$ cat src/rtl/tmds_encoder_if.sv
// Pixel-side bundle for one TMDS channel: data/control/enable in,
// encoded symbol and running disparity out.
interface tmds_encoder_if;
    logic [7:0]        data_in;
    logic [1:0]        control_in;
    logic              ve_in;
    logic [9:0]        tmds_out;
    logic signed [4:0] cnt;

    modport master (
        output data_in,
        output control_in,
        output ve_in,
        input  tmds_out,
        input  cnt
    );

    modport slave (
        input  data_in,
        input  control_in,
        input  ve_in,
        output tmds_out,
        output cnt
    );
endinterface

$ cat src/rtl/tmds_encoder.sv
// Single-channel DVI/HDMI TMDS encoder: stage 1 builds the
// transition-minimised q_m word, stage 2 applies DC balancing.
module tmds_encoder (
    input  logic          pixel_clk_in,
    input  logic          rst_in,
    tmds_encoder_if.slave bus
);
    logic [3:0] w_n1d;
    logic       w_xnor;
    logic [8:0] w_qm;

    logic [8:0] r_qm;
    logic       r_ve;
    logic [1:0] r_ctrl;

    logic [3:0] w_n1;
    logic [4:0] w_diff;
    logic [4:0] w_q8x2;
    logic [4:0] w_nq8x2;
    logic       w_cnt_zero;
    logic       w_bal;
    logic       w_case_a;
    logic       w_case_b;
    logic [9:0] w_sym;
    logic [4:0] w_cnt_nxt;

    logic [9:0] r_out;
    logic [4:0] r_cnt;

    always_comb begin
        w_n1d = '0;
        for (int i = 0; i < 8; i++)
            w_n1d = w_n1d + {3'b000, bus.data_in[i]};
    end

    assign w_xnor = (w_n1d > 4'd4) ||
                    ((w_n1d == 4'd4) && !bus.data_in[0]);

    always_comb begin : qm_calc
        logic [8:0] v;
        v    = '0;
        v[0] = bus.data_in[0];
        for (int i = 1; i < 8; i++)
            v[i] = w_xnor ? ~(v[i-1] ^ bus.data_in[i])
                          :  (v[i-1] ^ bus.data_in[i]);
        v[8] = ~w_xnor;
        w_qm = v;
    end

    always_ff @(posedge pixel_clk_in) begin
        if (rst_in) begin
            r_qm   <= '0;
            r_ve   <= 1'b0;
            r_ctrl <= 2'b00;
        end else begin
            r_qm   <= w_qm;
            r_ve   <= bus.ve_in;
            r_ctrl <= bus.control_in;
        end
    end

    always_comb begin
        w_n1 = '0;
        for (int i = 0; i < 8; i++)
            w_n1 = w_n1 + {3'b000, r_qm[i]};
    end

    // N1 - N0 = 2*N1 - 8, kept in 5-bit two's complement
    assign w_diff     = {w_n1, 1'b0} - 5'd8;
    assign w_q8x2     = {3'b000, r_qm[8], 1'b0};
    assign w_nq8x2    = {3'b000, ~r_qm[8], 1'b0};
    assign w_cnt_zero = (r_cnt == 5'd0);
    assign w_bal      = (w_diff == 5'd0);
    assign w_case_a   = w_cnt_zero || w_bal;
    assign w_case_b   = (!r_cnt[4] && !w_cnt_zero &&
                         !w_diff[4] && !w_bal) ||
                        (r_cnt[4] && w_diff[4]);

    always_comb begin
        w_sym     = '0;
        w_cnt_nxt = '0;
        if (!r_ve) begin
            case (r_ctrl)
                2'b00:   w_sym = 10'b1101010100;
                2'b01:   w_sym = 10'b0010101011;
                2'b10:   w_sym = 10'b0101010100;
                default: w_sym = 10'b1010101011;
            endcase
        end else begin
            unique case (1'b1)
                w_case_a: begin
                    w_sym = {~r_qm[8], r_qm[8],
                             r_qm[8] ? r_qm[7:0] : ~r_qm[7:0]};
                    w_cnt_nxt = r_qm[8] ? r_cnt + w_diff
                                        : r_cnt - w_diff;
                end
                w_case_b: begin
                    w_sym     = {1'b1, r_qm[8], ~r_qm[7:0]};
                    w_cnt_nxt = r_cnt + w_q8x2 - w_diff;
                end
                default: begin
                    w_sym     = {1'b0, r_qm[8], r_qm[7:0]};
                    w_cnt_nxt = r_cnt + w_diff - w_nq8x2;
                end
            endcase
        end
    end

    always_ff @(posedge pixel_clk_in) begin
        if (rst_in) begin
            r_out <= '0;
            r_cnt <= '0;
        end else begin
            r_out <= w_sym;
            r_cnt <= w_cnt_nxt;
        end
    end

    assign bus.tmds_out = r_out;
    assign bus.cnt      = r_cnt;
endmodule

$ cat src/flat_wrapper.sv
// flat-port wrapper written by rule: the top's interface ports become plain ports
module tmds_encoder_flat 
  (pixel_clk_in, rst_in, bus_data_in, bus_control_in, bus_ve_in, bus_tmds_out, bus_cnt);
  tmds_encoder_if bus_i ();
  input  logic pixel_clk_in;
  input  logic rst_in;
  input wire logic [$bits(bus_i.data_in)-1:0] bus_data_in;
  input wire logic [$bits(bus_i.control_in)-1:0] bus_control_in;
  input wire logic [$bits(bus_i.ve_in)-1:0] bus_ve_in;
  output wire logic [$bits(bus_i.tmds_out)-1:0] bus_tmds_out;
  output wire logic [$bits(bus_i.cnt)-1:0] bus_cnt;
  assign bus_i.data_in = bus_data_in;
  assign bus_i.control_in = bus_control_in;
  assign bus_i.ve_in = bus_ve_in;
  assign bus_tmds_out = bus_i.tmds_out;
  assign bus_cnt = bus_i.cnt;
  tmds_encoder u_core (.pixel_clk_in(pixel_clk_in), .rst_in(rst_in), .bus(bus_i));
endmodule
$ cat config.mk
export PLATFORM = sky130hd
export DESIGN_NAME = tmds_encoder_flat
export DESIGN_NICKNAME = d
export VERILOG_FILES = /design/src/rtl/tmds_encoder_if.sv /design/src/rtl/tmds_encoder.sv /design/src/flat_wrapper.sv
export SDC_FILE = /design/constraint.sdc
export NUM_CORES = 1
export LEC_CHECK = 0
export CAP_MARGIN = 20
export CORE_MARGIN = 3
export CORE_UTILIZATION = 45
export DETAILED_ROUTE_END_ITERATION = 12
export PLACE_DENSITY = 0.74
export SYNTH_ARGS = -nofsm -noshare
export SYNTH_HDL_FRONTEND = slang
export SYNTH_SLANG_ARGS = --single-unit
$ cat constraint.sdc
create_clock -name pixel_clk_in -period 10.55 [get_ports pixel_clk_in]
set_input_delay 1.055 -clock pixel_clk_in [delete_from_list [all_inputs] [get_ports pixel_clk_in]]
set_output_delay 1.055 -clock pixel_clk_in [all_outputs]
set_load 0.01 [all_outputs]
==> results of run 1 <==
[worst max-delay path, delay by kind of cell]
family                     cells  cell delay (ps)
buffers and inverters          3              570
adders and majority gates      5             2200
AOI/OAI and AO/OA              1              450
xor gates and xnor gates       2              340
and+or+nand+nor                2              100
[power by group through the flow]
stage	Sequential, mW	Clock, mW	Combinational (mW)
2_1_floorplan	0.150	0	0.475
3_3_place_gp	0.146	0	0.610
3_5_place_dp	0.147	0	0.620
4_1_cts	0.144	0.0622	0.628
5_1_grt	0.148	0.0661	0.700
6_report	0.144	0.0601	0.624
[stage by stage]
step	instances	hold slack, ps	setup slack [ps]	util (%)	total power, mW
after floorplan	198	497.2	6369	-	0.6244
after global placement	273	511.9	5786	55.11	0.7560
after detailed placement	273	520.2	5703	55.11	0.7669
after CTS	277	546.5	6003	56.31	0.8340
after global routing	277	564.6	5829	56.31	0.9137
final	277	527.9	6005	56.31	0.8286
[synth_stat cells, drive strengths merged, types with 5 or more instances]
cell type	instances	area share, %
inv	34	6.6
dfxtp	27	28
ha	23	15
nor2	16	3.2
fa	13	13
nand2	11	2.5
xnor2	11	5.0
o221ai	8	3.6
nor2b	7	2.3
o21ai	6	2.1
xor2	6	2.7
a21oi	5	1.9
[cell families after synthesis]
logic type	after synthesis	share of synthesized area (%)
and+or+nand+nor	49	13.07
buffers and inverters	36	7.374
adders and majority gates	36	28.33
AOI/OAI and AO/OA	30	12.68
DFF	27	27.94
xor gates and xnor gates	19	10.09
muxes	1	0.5175
[layout make-up]
type,count,area (um^2),share of cell area [%]
inverters,34,127.6,5.546
clock inverters,1,7.507,0.3263
clock buffers,3,41.29,1.794
well taps,50,62.56,2.719
multi-input cells,135,1251,54.38
flip-flops and latches,27,540.5,23.49
repair buffers,27,270.3,11.75
[worst paths after layout]
path / end / slack (ps) / cells after the start
setup / recovery: u_core.r_qm[7]$_SDFF_PP0_ / 6000 / 13
hold / removal: u_core.bus.cnt[0]$_SDFFE_PP0P_ / 530 / 1
setup reg to reg: u_core.bus.cnt[3]$_SDFF_PP0_ / 6150 / 13
hold reg to reg: u_core.bus.cnt[0]$_SDFFE_PP0P_ / 530 / 1
[layout by cell type (no fill, tap or decap), types with 2 or more instances in the layout]
cell,synthesis,final
inv_1,34,34
clkdlybuf4s50_1,0,27
dfxtp_1,27,27
ha_1,23,23
nor2_1,15,15
fa_1,13,13
xnor2_1,11,11
nand2_1,10,10
o221ai_1,8,8
nor2b_1,7,7
xor2_1,6,6
o21ai_0,5,5
a21oi_1,4,4
nand3_1,3,3
nand2b_1,3,3
nor3_1,3,3
a221oi_1,3,3
clkbuf_8,0,3
nor3b_1,2,2
[sequential cells by signal, indices dropped and copies added (netlist names)]
name,cells
u_core.r_ve,1
u_core.bus.cnt,5
u_core.r_qm,9
u_core.bus.tmds_out,10
u_core.r_ctrl,2
[layer usage]
layer  vias up  wire [um]  GRT usage, %
li1        705          -             -
met1       646       1645         19.86
met2        31       1770         27.55
met3         2         93        0.8415
met4         0         30         3.758
met5         -          0             0
==> flow_metrics.tcl, run 1 <==
set metrics [dict create \
    power_density_mw_per_mm2 360.1 \
    fmax_mhz 220.0 \
    coreArea_mm2 0.004086 \
    leakage_nw 0.9779 \
    antenna_found_initial 0 \
    switchingPower_uw 381.7 \
    hpwl_mm 2.968 \
    finalNetCount 277 \
    p_sw_share_pct 46.07 \
    endpoint_kind "register" \
    crit_required_ps 10710 \
    cts-root-buf "clkbuf_8" \
    clkPwrFrac_pct 7.3 \
    ir_drop_mv 0.1353 \
    grt_pass1_wl_mm 6.285 \
    place_congestion 0.8209 \
    die_area_mm2 0.005122 \
    synth_edf_count 0 \
    htreeDepth 1 \
    p_int_uw 446.9 \
    cts.path.max_buffers 2 \
    crit_arrival_ps 4700 \
    synth_fp_nets 247 \
    vias 1384 \
    critical_path.most_common_cell "fa_1" \
    avgSynthCellArea_um2 9.769 \
    synth_seq_cells 27 \
    hold_path_class "reg -> reg" \
    hold_viol_final 0 \
    cpMaxStageDelayCell "fa_1" \
    drc_errors 0 \
    setup_viol 0 \
    syn_to_final_growth_pct 18.95 \
    cts_hold_buf 0 \
    post_cts_resized 0 \
    startpoint_type "primary input" \
    combPwrFrac_pct 75.3 \
    clock_skew_ps 2.901 \
    seq_area_frac_synth_pct 27.94 \
    max-cap-violations 0 \
    async_reset_ff_share_pct 0 \
    ant_nets 0 \
    tightest_slew_ps 578.3 \
    startpoint "bus_data_in[0]" \
    numCtsBuffers 3 \
    portBuffers 27 \
    grt.total_usage_pct 15.24 \
    syn_area_mm2 0.001934 \
    ys_types 38 \
    cts_sinks 27 \
    finalCritPeriodShare_pct 43.08 \
    start_util_pct 47.34 \
    maxSlewViolCount 0 \
    grt_overflow 0 \
    syn_inst 198 \
    rsz0062_at_grt "no" \
    tns_ps 0 \
    grt_start_max_net_pins 17 \
    die_w_um 71.57 \
    n_fill_cell 388 \
    synth-main-ff-cell "dfxtp_1" \
    wl_per_cell_um 12.78 \
    tritoncts "done" \
    die_y_um 71.57 \
    crit_fanout 5 \
    hp-start "u_core.bus.cnt[0]$_SDFFE_PP0P_" \
    placed_cell_area_mm2 0.002252 \
    dr.pass1.iters 4 \
    power_frac_seq_pct 17.4 \
    drive_above_1_share_pct 6.608 \
    postCtsSetupRepairBufs 0 \
    num_rows 23 \
    drt-initial-drc-count 78 \
    path_clk_slew_ps 100 \
    grt_pass1_vias 1416 \
    critical_path.max_stage_delay_ps 500 \
    min_period_ps 4545 \
    fin_area_mm2 0.002301 \
    num_antenna_cells 0 \
    ios 28 \
    vias_per_cell 4.996 \
    wl_mm 3.539 \
    max_slew_margin_pct 61.04 \
    yosysWarningCount 0 \
    reg2reg_from "u_core.r_qm[0]$_SDFF_PP0_" \
    clk_latency_ps 270 \
    outcome "completed" \
    worstSetupPathType "in -> reg" \
    crit_chain "clkdlybuf4s50_1 -> ha_1 -> inv_1 -> fa_1 -> fa_1 -> inv_1 -> fa_1 -> fa_1 -> nor3b_1 -> o22ai_1 -> xnor2_1 -> xnor2_1 -> nor2_1" \
]
No activity file was read; power rests on OpenSTA's default activity.
==> run 2, diff against run 1 <==
--- a/config.mk
+++ b/config.mk
@@ -9,7 +9,7 @@
 export CORE_MARGIN = 3
 export CORE_UTILIZATION = 45
 export DETAILED_ROUTE_END_ITERATION = 12
-export PLACE_DENSITY = 0.74
+export PLACE_DENSITY = 0.77
 export SYNTH_ARGS = -nofsm -noshare
 export SYNTH_HDL_FRONTEND = slang
 export SYNTH_SLANG_ARGS = --single-unit
==> constraint.sdc (replaced) <==
create_clock -name pixel_clk_in -period 3.68 [get_ports pixel_clk_in]
set_input_delay 0.368 -clock pixel_clk_in [delete_from_list [all_inputs] [get_ports pixel_clk_in]]
set_output_delay 0.368 -clock pixel_clk_in [all_outputs]
set_load 0.01 [all_outputs]
==> run 2 against run 1 <==
- the run now ends with setup timing left
- non-clock buffer count grew 23
- register-to-register slack lost 6500 ps
- global-route usage grew 1.2 points
- via count grew 12%
- highest routed layer unchanged
- critical path type is now reg -> reg
- cell area grew 19%
- sequential share of layout area shrank 3.6 points
- critical endpoint is now u_core.bus.cnt[4]$_SDFF_PP0_
==> flow_metrics.tcl, run 2 (same netlist as run 1, synthesis figures left out) <==
set metrics [dict create \
    grt_start_max_net_pins 17 \
    cts-root-buf "clkbuf_8" \
    grt_overflow 0 \
    ant_nets 0 \
    hold_path_class "reg -> reg" \
    crit_chain "ha_4 -> inv_2 -> fa_1 -> fa_1 -> fa_2 -> fa_2 -> inv_2 -> ha_4 -> buf_4 -> a21oi_1 -> o21bai_1 -> xor3_1 -> nand3_1 -> o211ai_1" \
    endpoint_kind "register" \
    num_rows 23 \
    hold_viol_final 0 \
    grt.total_usage_pct 16.40 \
    dpl_worst_slack_ps -298.4 \
    antenna_found_initial 0 \
    clk_latency_ps 270 \
    maxSlewViolCount 0 \
    layout_commonest_cell "inv_1" \
    cp_num_cells 14 \
    rsz0062_at_grt "yes" \
    crit_end "u_core.bus.cnt[4]$_SDFF_PP0_" \
    crit_arrival_ps 4150 \
    largest_reg_flops 10 \
    reg2reg_from "u_core.r_qm[1]$_SDFF_PP0_" \
    path_clk_slew_ps 90 \
    cpMaxStageDelayCell "fa_2" \
    tritoncts "done" \
    die_y_um 71.57 \
    vias 1545 \
    portBuffers 27 \
    finalCritPeriodShare_pct 108.4 \
    die_w_um 71.57 \
    num_antenna_cells 0 \
    violations "setup timing" \
    layout_common_cells "inv_1 (31), clkdlybuf4s50_1 (27), dfxtp_1 (25)" \
    ios 28 \
    grt_pass1_wl_mm 6.727 \
    dr.pass1.iters 4 \
    fin_area_mm2 0.002736 \
    tightest_slew_ps 856.5 \
    start_util_pct 47.34 \
    path_buf_inv 3 \
    wl_per_cell_um 14.96 \
    dp.cells 288 \
    critical_path.max_stage_delay_ps 630 \
    cts.path.max_buffers 2 \
    fmax_mhz 250.7 \
    finalNetCount 300 \
    clock_skew_ps 7.318 \
    htreeDepth 1 \
    numCtsBuffers 3 \
    drc_errors 0 \
    worstSetupPathType "reg -> reg" \
    cts_sinks 27 \
    place_congestion 0.8451 \
    startpoint "u_core.r_qm[1]$_SDFF_PP0_" \
    hpwl_mm 3.027 \
    startpoint_type "register" \
    max_slew_margin_pct 42.30 \
    drt-initial-drc-count 90 \
    syn_to_final_growth_pct 41.46 \
    crit_fanout 4 \
    grt_pass1_vias 1501 \
    min_period_ps 3989 \
    worst_slack_ps -308.9 \
    crit_required_ps 3850 \
    cp_top_family "adder cells" \
    die_area_mm2 0.005122 \
    fin_cells 300 \
    r2r-end "u_core.bus.cnt[4]$_SDFF_PP0_" \
    coreArea_mm2 0.004086 \
    wl_mm 4.488 \
    rrSetupSlack_ps -310 \
    worstRegToRegCells 14 \
    setup_viol 13 \
    outcome "finished, violations left" \
    vias_per_cell 5.150 \
    placed_cell_area_mm2 0.002414 \
    drive_above_1_share_pct 30.40 \
    max-cap-violations 0 \
    cts_hold_buf 0 \
]
-- run 2: cell types whose count changed in the layout (fill, tap and decap cells not counted), sizes merged --
cell | before | now
buf | 0 | 23
clkinvlp | 1 | 0
clkinv | 0 | 1
-- run 2: routing by layer --
metal | up-vias | routed length [um] | global-route usage (%)
met2 | 40 | 2297 | 29.18
li1 | 751 | - | -
met4 | 0 | 103 | 3.132
met1 | 742 | 1914 | 21.55
met3 | 12 | 172 | 1.823
met5 | - | 0 | 0
-- run 2: worst min path at each step --
| stage | end | cells past startpoint | slack [ps] | start |
|---|---|---|---|---|
| global route | u_core.bus.cnt[0]$_SDFFE_PP0P_ | 1 | 560 | u_core.bus.cnt[0]$_SDFFE_PP0P_ |
| CTS | u_core.bus.cnt[0]$_SDFFE_PP0P_ | 1 | 510 | u_core.bus.cnt[0]$_SDFFE_PP0P_ |
| floorplan | u_core.r_qm[0]$_SDFF_PP0_ | 1 | 430 | rst_in |
| detailed placement | u_core.bus.cnt[0]$_SDFFE_PP0P_ | 1 | 490 | u_core.bus.cnt[0]$_SDFFE_PP0P_ |
| finish | u_core.bus.cnt[0]$_SDFFE_PP0P_ | 1 | 520 | u_core.bus.cnt[0]$_SDFFE_PP0P_ |
| global placement | u_core.bus.cnt[0]$_SDFFE_PP0P_ | 1 | 490 | u_core.bus.cnt[0]$_SDFFE_PP0P_ |
-- run 2: final cells by class --
class	count	area [um^2]
clock buffer	3	41.29
clock inverter	1	5.005
fill	308	1350
inverter	34	130.1
multi-input combinational	135	1491
sequential	27	543.0
tap	50	62.56
timing repair buffer	50	462.9
-- run 2: metrics by stage --
stage	util [%]	TNS (ps)	hold slack (ps)
floorplan	-	-221.5	432.2
global placement	59.06	-2319	491.5
detailed placement	59.06	-3304	489.8
CTS	63.81	-1165	514.1
global route	66.96	-2889	560.7
finish	66.96	-1592	519.5
-- run 2: timing repair --
action / in CTS / in global routing
endpoints found under the setup margin: 13 / 17
resized for setup: 24 / 15
pin swaps: 10 / 10
setup buffers: 5 / 3
Power of run 2 is not shown: default switching activity piles up to over one toggle a cycle in this logic, so the estimate is an artifact.
==> run 3, diff against run 2 <==
--- a/config.mk
+++ b/config.mk
@@ -10,6 +10,7 @@
 export CORE_UTILIZATION = 45
 export DETAILED_ROUTE_END_ITERATION = 12
 export PLACE_DENSITY = 0.77
+export SLEW_MARGIN = 15
 export SYNTH_ARGS = -nofsm -noshare
 export SYNTH_HDL_FRONTEND = slang
 export SYNTH_SLANG_ARGS = --single-unit
==> constraint.sdc (replaced) <==
create_clock -name pixel_clk_in -period 3.68 [get_ports pixel_clk_in]
set_input_delay 1.104 -clock pixel_clk_in [delete_from_list [all_inputs] [get_ports pixel_clk_in]]
set_output_delay 1.104 -clock pixel_clk_in [all_outputs]
set_load 0.01 [all_outputs]
==> run 3 against run 2 <==
- the flow still finishes with violations (setup timing)
- maximum frequency up 2.1%
- die area unchanged
- worst setup slack improved by 83 ps
- cell count up 1.7%
- sequential share of layout area down 0.69 points
- routed wire length up 4.1%
- worst hold slack improved by 0.55 ps
==> flow_metrics.tcl, run 3 (same netlist as run 1, synthesis figures left out) <==
set metrics [dict create \
    endpoint_kind "register" \
    hold_path_class "reg -> reg" \
    vias 1604 \
    clock_skew_ps 2.837 \
    vias_per_cell 5.259 \
    grt_pass1_wl_mm 7.562 \
    rrSetupSlack_ps -230 \
    crit_arrival_ps 4070 \
    hold_viol_final 0 \
    max_slew_margin_pct 38.26 \
    startpoint_type "register" \
    cts_sinks 27 \
    die_w_um 71.57 \
    dpl_worst_slack_ps -855.7 \
    grt.total_usage_pct 18.46 \
    wl_mm 4.670 \
    crit_required_ps 3850 \
    layout_commonest_cell "inv_1" \
    maxSlewViolCount 0 \
    num_rows 23 \
    worstSetupPathType "reg -> reg" \
    min_period_ps 3906 \
    crit_fanout 4 \
    path_clk_slew_ps 90 \
    antenna_found_initial 0 \
    tritoncts "done" \
    finalNetCount 305 \
    cts.path.max_buffers 2 \
    tns_ps -1645 \
    grt_start_max_net_pins 17 \
    finalCritPeriodShare_pct 106.1 \
    worst_slack_ps -225.9 \
    portBuffers 27 \
    cts-root-buf "clkbuf_8" \
    wl_per_cell_um 15.31 \
    drive_above_1_share_pct 34.90 \
    syn_to_final_growth_pct 46.57 \
    num_antenna_cells 0 \
    final_core_util_pct 69.38 \
    htreeDepth 1 \
    max-cap-violations 0 \
    hold_ws_ps 520.0 \
    violations "setup timing" \
    grt_pass1_vias 1653 \
    dr.pass1.iters 4 \
    tightest_slew_ps 916.3 \
    fmax_mhz 256.0 \
    n_fill_cell 286 \
    largest_reg_flops 10 \
    ant_nets 0 \
    layout_common_cells "inv_1 (29), buf_4 (25), dfxtp_1 (25)" \
    coreArea_mm2 0.004086 \
    place_congestion 0.8411 \
    clk_latency_ps 270 \
    numCtsBuffers 3 \
    die_area_mm2 0.005122 \
    drt-initial-drc-count 88 \
    outcome "finished, violations left" \
    start_util_pct 47.34 \
    ios 28 \
    grt_overflow 0 \
    cts_hold_buf 0 \
    rsz0062_at_grt "yes" \
    setup_viol 16 \
    drc_errors 0 \
    hpwl_mm 3.134 \
    die_y_um 71.57 \
]
==> run 3: cell types whose count changed in the layout (fill, tap and decap cells not counted), moves of 2 or more <==
cell	previous run	this run
ha_4	4	7
dlygate4sd2_1	0	2
clkdlybuf4s50_1	27	23
ha_1	18	16
xnor2_1	8	6
inv_2	2	4
xor2_1	4	6
xor2_2	2	0
inv_1	31	29
buf_4	20	25
==> run 3: critical path: stages (launching register included) <==
cell and delay [ps]:
dfxtp_2 350, ha_4 260, inv_2 30, fa_1 490, fa_1 430, fa_2 380, fa_2 630, inv_2 80
ha_4 310, inv_4 50, fa_2 330, xnor2_1 150, a221oi_2 250, nor2_1 70
==> run 3: worst paths after layout <==
path | from | to | cells after the start
setup / recovery | u_core.r_qm[1]$_SDFF_PP0_ | u_core.bus.cnt[3]$_SDFF_PP0_ | 13
hold / removal | u_core.bus.cnt[0]$_SDFFE_PP0P_ | u_core.bus.cnt[0]$_SDFFE_PP0P_ | 1
setup reg to reg | u_core.r_qm[1]$_SDFF_PP0_ | u_core.bus.cnt[3]$_SDFF_PP0_ | 13
hold reg to reg | u_core.bus.cnt[0]$_SDFFE_PP0P_ | u_core.bus.cnt[0]$_SDFFE_PP0P_ | 1
==> run 3: area by class of cell <==
cell class / count / area [um^2] / share of cell area, %
Multi-Input combinational cell: 135 / 1550 / 54.68
Sequential cell: 27 / 543.0 / 19.15
Timing Repair Buffer: 55 / 504.2 / 17.78
Inverter: 34 / 130.1 / 4.590
Tap cell: 50 / 62.56 / 2.207
Clock buffer: 4 / 45.04 / 1.589
==> run 3: timing repair <==
item,in CTS,in global routing
pin swaps,17,14
resized for setup,35,12
cloned,0,0
setup endpoints to repair,18,18
buffers inserted,8,2
==> run 3: per-layer routing <==
metal / track usage [%] / share of wire, %
met1: 23.36 / 43
met2: 33.27 / 53
met3: 1.823 / 2.9
met4: 5.219 / 1.8
met5: 0 / 0
==> run 3: stage by stage <==
step | area (um^2) | std cells
after global routing | 2835 | 305
final | 2835 | 305
after global placement | 2511 | 292
after detailed placement | 2511 | 292
after floorplan | 2051 | 198
after CTS | 2740 | 303
Power of run 3 is left out for the same reason.
